--- config.mk ---
export PLATFORM = sky130hd
export DESIGN_NAME = avalon_spi_master
export DESIGN_NICKNAME = d
export VERILOG_FILES = /design/src/rtl/spi_pkg.sv /design/src/rtl/spi_clk_div.sv /design/src/rtl/avalon_spi_master.sv
export SDC_FILE = /design/constraint.sdc
export NUM_CORES = 1
export LEC_CHECK = 0
export CAP_MARGIN = 20
export CORE_UTILIZATION = 40
export CTS_BUF_LIST = sky130_fd_sc_hd__clkbuf_4
export CTS_CLUSTER_DIAMETER = 60
export DETAILED_ROUTE_END_ITERATION = 8
export SLEW_MARGIN = 20
export SYNTH_ARGS = -nofsm -noshare
export SYNTH_HDL_FRONTEND = slang
export SYNTH_HIERARCHICAL = 1
export SYNTH_SLANG_ARGS = --single-unit
--- constraint.sdc ---
create_clock -name csi_clk -period 2.9 [get_ports csi_clk]
set_input_delay 0.435 -clock csi_clk [delete_from_list [all_inputs] [get_ports csi_clk]]
set_output_delay 0.435 -clock csi_clk [all_outputs]
set_load 0.01 [all_outputs]
--- src/rtl/spi_pkg.sv ---
// rtl/spi_pkg.sv - shared register map, bit positions and FSM state type for the SPI master
package spi_pkg;

    localparam logic [1:0] ADDR_DATA = 2'd0;
    localparam logic [1:0] ADDR_CTRL = 2'd1;
    localparam logic [1:0] ADDR_DIV  = 2'd2;
    localparam logic [1:0] ADDR_STAT = 2'd3;

    localparam int CTRL_CPOL   = 0;
    localparam int CTRL_CPHA   = 1;
    localparam int CTRL_LSB    = 2;
    localparam int CTRL_IRQ_EN = 3;
    localparam int CTRL_CS_LO  = 4;
    localparam int CTRL_CS_HI  = 7;

    localparam int STAT_BUSY = 0;
    localparam int STAT_RXV  = 1;
    localparam int STAT_OVR  = 2;
    localparam int STAT_COL  = 3;

    typedef enum logic [1:0] {
        ST_IDLE,
        ST_LEAD,
        ST_SHIFT,
        ST_TRAIL
    } spi_state_t;

endpackage

--- src/rtl/spi_clk_div.sv ---
// rtl/spi_clk_div.sv - loadable down-counter producing one tick per SCLK half-period
module spi_clk_div #(
    parameter int DIV_W = 16
) (
    input  logic             clk,
    input  logic             rst_n,
    input  logic             clear,
    input  logic [DIV_W-1:0] divisor,
    output logic             tick
);

    logic [DIV_W-1:0] cnt_q;

    // Held at the divisor while cleared, so the first half-period after release is full length.
    always_ff @(posedge clk or negedge rst_n) begin
        if (!rst_n) begin
            cnt_q <= '0;
        end else if (clear || (cnt_q == '0)) begin
            cnt_q <= divisor;
        end else begin
            cnt_q <= cnt_q - 1'b1;
        end
    end

    assign tick = (cnt_q == '0) && !clear;

endmodule

--- src/rtl/avalon_spi_master.sv ---
// rtl/avalon_spi_master.sv - Avalon-MM SPI master; SPI_IRQ_EN adds the rx_valid interrupt
module avalon_spi_master
    import spi_pkg::*;
#(
    parameter int DATA_W = 16,
    parameter int NUM_CS = 4,
    parameter int DIV_W  = 16
) (
    input  logic              csi_clk,
    input  logic              csi_reset_n,
    input  logic              avs_chipselect,
    input  logic [1:0]        avs_address,
    input  logic              avs_write_n,
    input  logic              avs_read_n,
    input  logic [31:0]       avs_writedata,
    output logic [31:0]       avs_readdata,
    output logic              ins_irq,
    output logic [NUM_CS-1:0] coe_cs_n,
    output logic              coe_sclk,
    output logic              coe_mosi,
    input  logic              coe_miso
);

    localparam int HP_W = $clog2(2 * DATA_W);
    localparam logic [HP_W-1:0] HP_LAST = HP_W'(2 * DATA_W - 1);

    spi_state_t state_q, state_d;

    logic              cpol_q, cpha_q, lsb_q;
    logic [3:0]        cs_idx_q;
    logic [DIV_W-1:0]  div_q;
    logic              sclk_q, mosi_q;
    logic [DATA_W-1:0] tx_sr, rx_sr, rx_data_q;
    logic              rx_valid_q, overrun_q, collision_q;
    logic [HP_W-1:0]   hp_q;
    logic              irq_en;

    logic wr, rd, wr_data, wr_ctrl, wr_div, wr_stat, rd_data;
    logic busy, start, tick, edge_lead, edge_trail, done;
    logic sample, advance, cpol_d;
    logic unused_wdata;

    assign wr      = avs_chipselect && !avs_write_n;
    assign rd      = avs_chipselect && !avs_read_n;
    assign wr_data = wr && (avs_address == ADDR_DATA);
    assign wr_ctrl = wr && (avs_address == ADDR_CTRL);
    assign wr_div  = wr && (avs_address == ADDR_DIV);
    assign wr_stat = wr && (avs_address == ADDR_STAT);
    assign rd_data = rd && (avs_address == ADDR_DATA);

    assign busy         = (state_q != ST_IDLE);
    assign start        = wr_data && !busy;
    assign unused_wdata = ^avs_writedata;

    spi_clk_div #(.DIV_W(DIV_W)) u_clk_div (
        .clk     (csi_clk),
        .rst_n   (csi_reset_n),
        .clear   (state_q == ST_IDLE),
        .divisor (div_q),
        .tick    (tick)
    );

    always_ff @(posedge csi_clk or negedge csi_reset_n) begin
        if (!csi_reset_n) begin
            state_q <= ST_IDLE;
        end else begin
            state_q <= state_d;
        end
    end

    always_comb begin
        state_d    = state_q;
        edge_lead  = 1'b0;
        edge_trail = 1'b0;
        done       = 1'b0;
        case (state_q)
            ST_IDLE: begin
                if (start) begin
                    state_d = ST_LEAD;
                end
            end
            ST_LEAD: begin
                if (tick) begin
                    state_d = ST_SHIFT;
                end
            end
            ST_SHIFT: begin
                if (tick) begin
                    edge_lead  = !hp_q[0];
                    edge_trail = hp_q[0];
                    if (hp_q == HP_LAST) begin
                        state_d = ST_TRAIL;
                    end
                end
            end
            ST_TRAIL: begin
                if (tick) begin
                    state_d = ST_IDLE;
                    done    = 1'b1;
                end
            end
            default: state_d = ST_IDLE;
        endcase
    end

    // CPHA=1 leaves the first leading edge alone: bit 0 is already on MOSI from LEAD.
    assign sample  = cpha_q ? edge_trail : edge_lead;
    assign advance = cpha_q ? (edge_lead && (hp_q != '0)) : edge_trail;
    assign cpol_d  = wr_ctrl ? avs_writedata[CTRL_CPOL] : cpol_q;

    always_ff @(posedge csi_clk or negedge csi_reset_n) begin
        if (!csi_reset_n) begin
            cpol_q      <= 1'b0;
            cpha_q      <= 1'b0;
            lsb_q       <= 1'b0;
            cs_idx_q    <= '0;
            div_q       <= '0;
            sclk_q      <= 1'b0;
            mosi_q      <= 1'b1;
            tx_sr       <= '0;
            rx_sr       <= '0;
            rx_data_q   <= '0;
            rx_valid_q  <= 1'b0;
            overrun_q   <= 1'b0;
            collision_q <= 1'b0;
            hp_q        <= '0;
        end else begin
            if (wr_ctrl && !busy) begin
                cpol_q   <= avs_writedata[CTRL_CPOL];
                cpha_q   <= avs_writedata[CTRL_CPHA];
                lsb_q    <= avs_writedata[CTRL_LSB];
                cs_idx_q <= avs_writedata[CTRL_CS_HI:CTRL_CS_LO];
            end
            if (wr_div && !busy) begin
                div_q <= avs_writedata[DIV_W-1:0];
            end

            if (state_q == ST_IDLE) begin
                sclk_q <= cpol_d;
            end else if (edge_lead || edge_trail) begin
                sclk_q <= ~sclk_q;
            end

            if (start) begin
                tx_sr  <= avs_writedata[DATA_W-1:0];
                mosi_q <= lsb_q ? avs_writedata[0] : avs_writedata[DATA_W-1];
                hp_q   <= '0;
            end else if (edge_lead || edge_trail) begin
                hp_q <= hp_q + 1'b1;
            end

            if (advance) begin
                tx_sr  <= lsb_q ? (tx_sr >> 1) : (tx_sr << 1);
                mosi_q <= lsb_q ? tx_sr[1] : tx_sr[DATA_W-2];
            end
            if (sample) begin
                rx_sr <= lsb_q ? {coe_miso, rx_sr[DATA_W-1:1]} : {rx_sr[DATA_W-2:0], coe_miso};
            end

            // A same-cycle RXDATA read sees the old word; completion keeps rx_valid set.
            if (done) begin
                mosi_q     <= 1'b1;
                rx_data_q  <= rx_sr;
                rx_valid_q <= 1'b1;
            end else if (rd_data) begin
                rx_valid_q <= 1'b0;
            end

            if (done && rx_valid_q) begin
                overrun_q <= 1'b1;
            end else if (wr_stat && avs_writedata[STAT_OVR]) begin
                overrun_q <= 1'b0;
            end

            if (wr_data && busy) begin
                collision_q <= 1'b1;
            end else if (wr_stat && avs_writedata[STAT_COL]) begin
                collision_q <= 1'b0;
            end
        end
    end

`ifdef SPI_IRQ_EN
    logic irq_en_q, irq_q;

    always_ff @(posedge csi_clk or negedge csi_reset_n) begin
        if (!csi_reset_n) begin
            irq_en_q <= 1'b0;
            irq_q    <= 1'b0;
        end else begin
            if (wr_ctrl && !busy) begin
                irq_en_q <= avs_writedata[CTRL_IRQ_EN];
            end
            irq_q <= rx_valid_q && irq_en_q;
        end
    end

    assign irq_en  = irq_en_q;
    assign ins_irq = irq_q;
`else
    assign irq_en  = 1'b0;
    assign ins_irq = 1'b0;
`endif

    always_comb begin
        coe_cs_n = '1;
        if (busy) begin
            for (int i = 0; i < NUM_CS; i++) begin
                if (cs_idx_q == 4'(i)) begin
                    coe_cs_n[i] = 1'b0;
                end
            end
        end
    end

    assign coe_sclk = sclk_q;
    assign coe_mosi = mosi_q;

    always_comb begin
        avs_readdata = '0;
        case (avs_address)
            ADDR_DATA: avs_readdata = 32'(rx_data_q);
            ADDR_CTRL: avs_readdata = 32'({cs_idx_q, irq_en, lsb_q, cpha_q, cpol_q});
            ADDR_DIV:  avs_readdata = 32'(div_q);
            ADDR_STAT: avs_readdata = 32'({collision_q, overrun_q, rx_valid_q, busy});
            default:   avs_readdata = '0;
        endcase
    end

endmodule

==> impl_metrics.csv <==
group,metric,value,unit
status,outcome,"finished clean",
clocking,cts_buffer_depth,2,
setup_path,cp_slowest_stage_delay,0.48,ns
sta,setup_violations,0,
pwr,clockPowerShare,15.1,%
flow_run,drv_cap,0,
setup_path,cpMaxStageDelayCell,"clkdlybuf4s50_1",
cells_and_area,layout_commonest_cell,"dfrtp_1",
pwr,power_frac_comb,37.8,%
cells_and_area,area_growth,14.5,%
detailed_routing,drtAntennaViolNets,0,
floorplan,pin_count,79,
placed_design,post_dp_cell_area,5890,um2
placed_design,place_inst,683,
pwr,power.share.sequential,47.1,%
setup_path,reg2reg_depth,11,
setup_path,criticalPathCategory,"flip-flop to output port",
synth,ys_ff_latch,99,
sta,final_max_slew_viol_count,0,
cells_and_area,final_cell_area,6040,um2
pwr,peakVddDrop,383,uV
clocking,htree_levels,3,
sta,relSlewSlack,65.4,%
pwr,p_leak,2.55,nW
detailed_routing,drtPass1Iterations,4,
cells_and_area,final_cell_mix,"98 x dfrtp_1, 53 x mux2_2, 48 x nor2_1, 46 x mux2i_1, 44 x clkdlybuf4s50_1",
grt,grt_pass1_vias,3449,
sta,final_hold_viol_count,0,
synth,synth_area_per_cell,11.1,um2
synth,synth_edf_count,0,
cells_and_area,fill_cells,1227,
detailed_routing,post-route-drc-count,0,
setup_path,cp-end-kind,"output port",
setup_path,path_cells,"inv_1, ha_1, buf_4, nor4_2, nand2b_1, clkdlybuf4s50_1",
floorplan,rows,41,
floorplan,core-area,12700,um2
floorplan,start_util,41.5,%
clocking,clk_pin_slew,0.15,ns
sta,finalSetupTns,0,ns
sta,finClkSkew,0.0136,ns
pwr,switching_power,1.76,mW
cells_and_area,drive_gt1_share,21.3,%
grt,antenna_found_initial,0,
clocking,clkLatencyLatePin,0.46,ns
setup_path,r2r_end,"coe_mosi",
synth,ys_seq_area_share,47.0,%
grt,grt-ovfl-total,0,
setup_path,worst_r2r_startpoint,"u_clk_div/cnt_q[0]",
cells_and_area,stdcell_count,699,
synth,synth_cell_type_count,52,
placed_design,place_congestion,0.780,
pwr,p_sw_share,36.5,%
detailed_routing,detail_route.wl_per_cell,16.8,um
floorplan,die_x,117,um
floorplan,fp.dieH,117,um
clocking,numCtsBuffers,9,
clocking,post_cts_buffers,0,
detailed_routing,drt_wl_total,11700,um
cells_and_area,antenna_cells,0,
sta,fmax,374,MHz
floorplan,die_area,13700,um2
setup_path,rrSetupSlack,0.39,ns
synth,yosysWarnings,6,
setup_path,critPathRequiredTime,2.47,ns
placed_design,dp_hpwl,8310,um
clocking,cts_tree,"done",
setup_path,worstPathArrival,2.24,ns
min_path,min_path_type,"primary input to async pin",
pwr,intPower,3.07,mW
clocking,cts.sinks,99,
grt,grt_max_degree,44,
pwr,power,4.83,mW
placed_design,port_buffers,45,
synth,ys.flop_type,"dfrtp_1",
detailed_routing,drt-initial-drc-count,181,
setup_path,crit_fanout,7,
grt,grt_usage,18.6,%
detailed_routing,vias,3557,
synth,syn-instance-count,476,
grt,grt_pass1_wl,18800,um
sta,worst-slew-pin-transition,0.519,ns
pwr,power.density,799,nW/um2
synth,async_flop_share,100,%
setup_path,critPathLaunchType,"flip-flop",
detailed_routing,vias_per_cell,5.09,
sta,fin_crit,2.67,ns
sta,finalCritPeriodShare,92.1,%
clocking,cts-root-buf,"clkbuf_4",
sta,grt_setup_unrepaired,"no",
synth,netlist_area,5280,um2
cells_and_area,final_nets,572,
[stage by stage]
step	util, %	hold WS [ns]	worst slack (ns)
3_3_place_gp	46.3	0.446	0.263
2_1_floorplan	-	0.139	0.496
6_report	47.5	0.472	0.229
3_5_place_dp	46.3	0.442	0.266
4_1_cts	47.4	0.463	0.107
5_1_grt	47.5	0.503	0.0301
[critical path: cells and delay by family, from the launching register on]
| family | cells | cell delay, ns |
|---|---|---|
| fa+ha+maj | 1 | 0.22 |
| buf+inv | 3 | 0.76 |
| flops | 1 | 0.44 |
| simple gates | 2 | 0.38 |
[area by class of cell]
type	instances	area, um2	share of cell area (%)
clock buffer	10	75.1	1.24
clock inverter	5	55.1	0.912
inverter	11	41.3	0.684
multi-input combinational	339	2540	42.0
sequential	99	2480	41.0
tap	172	215	3.56
timing repair buffer	63	636	10.5
[power by group through the flow]
stage | Clock (mW) | Combinational, mW | Sequential (mW)
6_report | 0.730 | 1.82 | 2.27
5_1_grt | 0.810 | 2.03 | 2.35
4_1_cts | 0.757 | 1.84 | 2.27
3_5_place_dp | 0 | 1.83 | 2.31
3_3_place_gp | 0 | 1.78 | 2.28
2_1_floorplan | 0 | 1.40 | 2.17
[Yosys cell counts, types with 6 or more instances]
cell type / number / area [um2]
dfrtp_1: 98 / 2450
xor2_1: 8 / 70.1
ha_1: 9 / 113
buf_4: 18 / 135
a21oi_2: 11 / 96.3
a21oi_1: 22 / 110
nand2_1: 38 / 143
o21ai_0: 8 / 40.0
o21ai_1: 13 / 65.1
inv_1: 11 / 41.3
mux2i_1: 46 / 460
buf_2: 13 / 65.1
clkbuf_1: 6 / 22.5
mux2_2: 53 / 597
xnor2_1: 9 / 78.8
nor2_1: 49 / 184
[repair_timing]
action                     4_1_cts  5_1_grt
hold endpoints to repair        36        0
resized for setup                0        1
hold buffers                     1        0
setup endpoints to repair        0        2
[how the worst max path moves through the flow]
| stage | from | slack, ns | endpoint |
|---|---|---|---|
| after floorplan | u_clk_div/cnt_q[0] | 0.50 | tx_sr[10] |
| after global placement | avs_address[1] | 0.26 | avs_readdata[2] |
| after detailed placement | avs_address[1] | 0.27 | avs_readdata[2] |
| after CTS | state_q[0] | 0.11 | coe_cs_n[0] |
| after global routing | state_q[0] | 0.03 | coe_cs_n[3] |
| final | state_q[0] | 0.23 | coe_cs_n[0] |
[cell families after synthesis]
group	Yosys count	synth area share, %
simple gates	124	11.9
mux	104	21.8
flops	99	47.0
compound gates	68	8.04
buf+inv	54	6.31
xor+xnor	17	2.82
fa+ha+maj	9	2.13
other cells	1	0.0711
[state kept, by name, indices dropped and copies added, names as in the netlist]
register         count
div_q               16
rx_data_q           16
rx_sr               16
tx_sr               16
u_clk_div/cnt_q     16
hp_q                 5
cs_idx_q             4
state_q              2
coe_mosi             1
coe_sclk             1
collision_q          1
cpha_q               1
cpol_q               1
lsb_q                1
overrun_q            1
rx_valid_q           1
[routing by layer]
metal / up-vias / track usage, % / wire length, um
met4: 0 / 6.84 / 175
met3: 11 / 2.32 / 364
met5: - / 0 / 0
li1: 1722 / - / -
met1: 1753 / 25.9 / 5610
met2: 71 / 29.9 / 5580
Note: power is estimated with default switching activity, not from simulation.
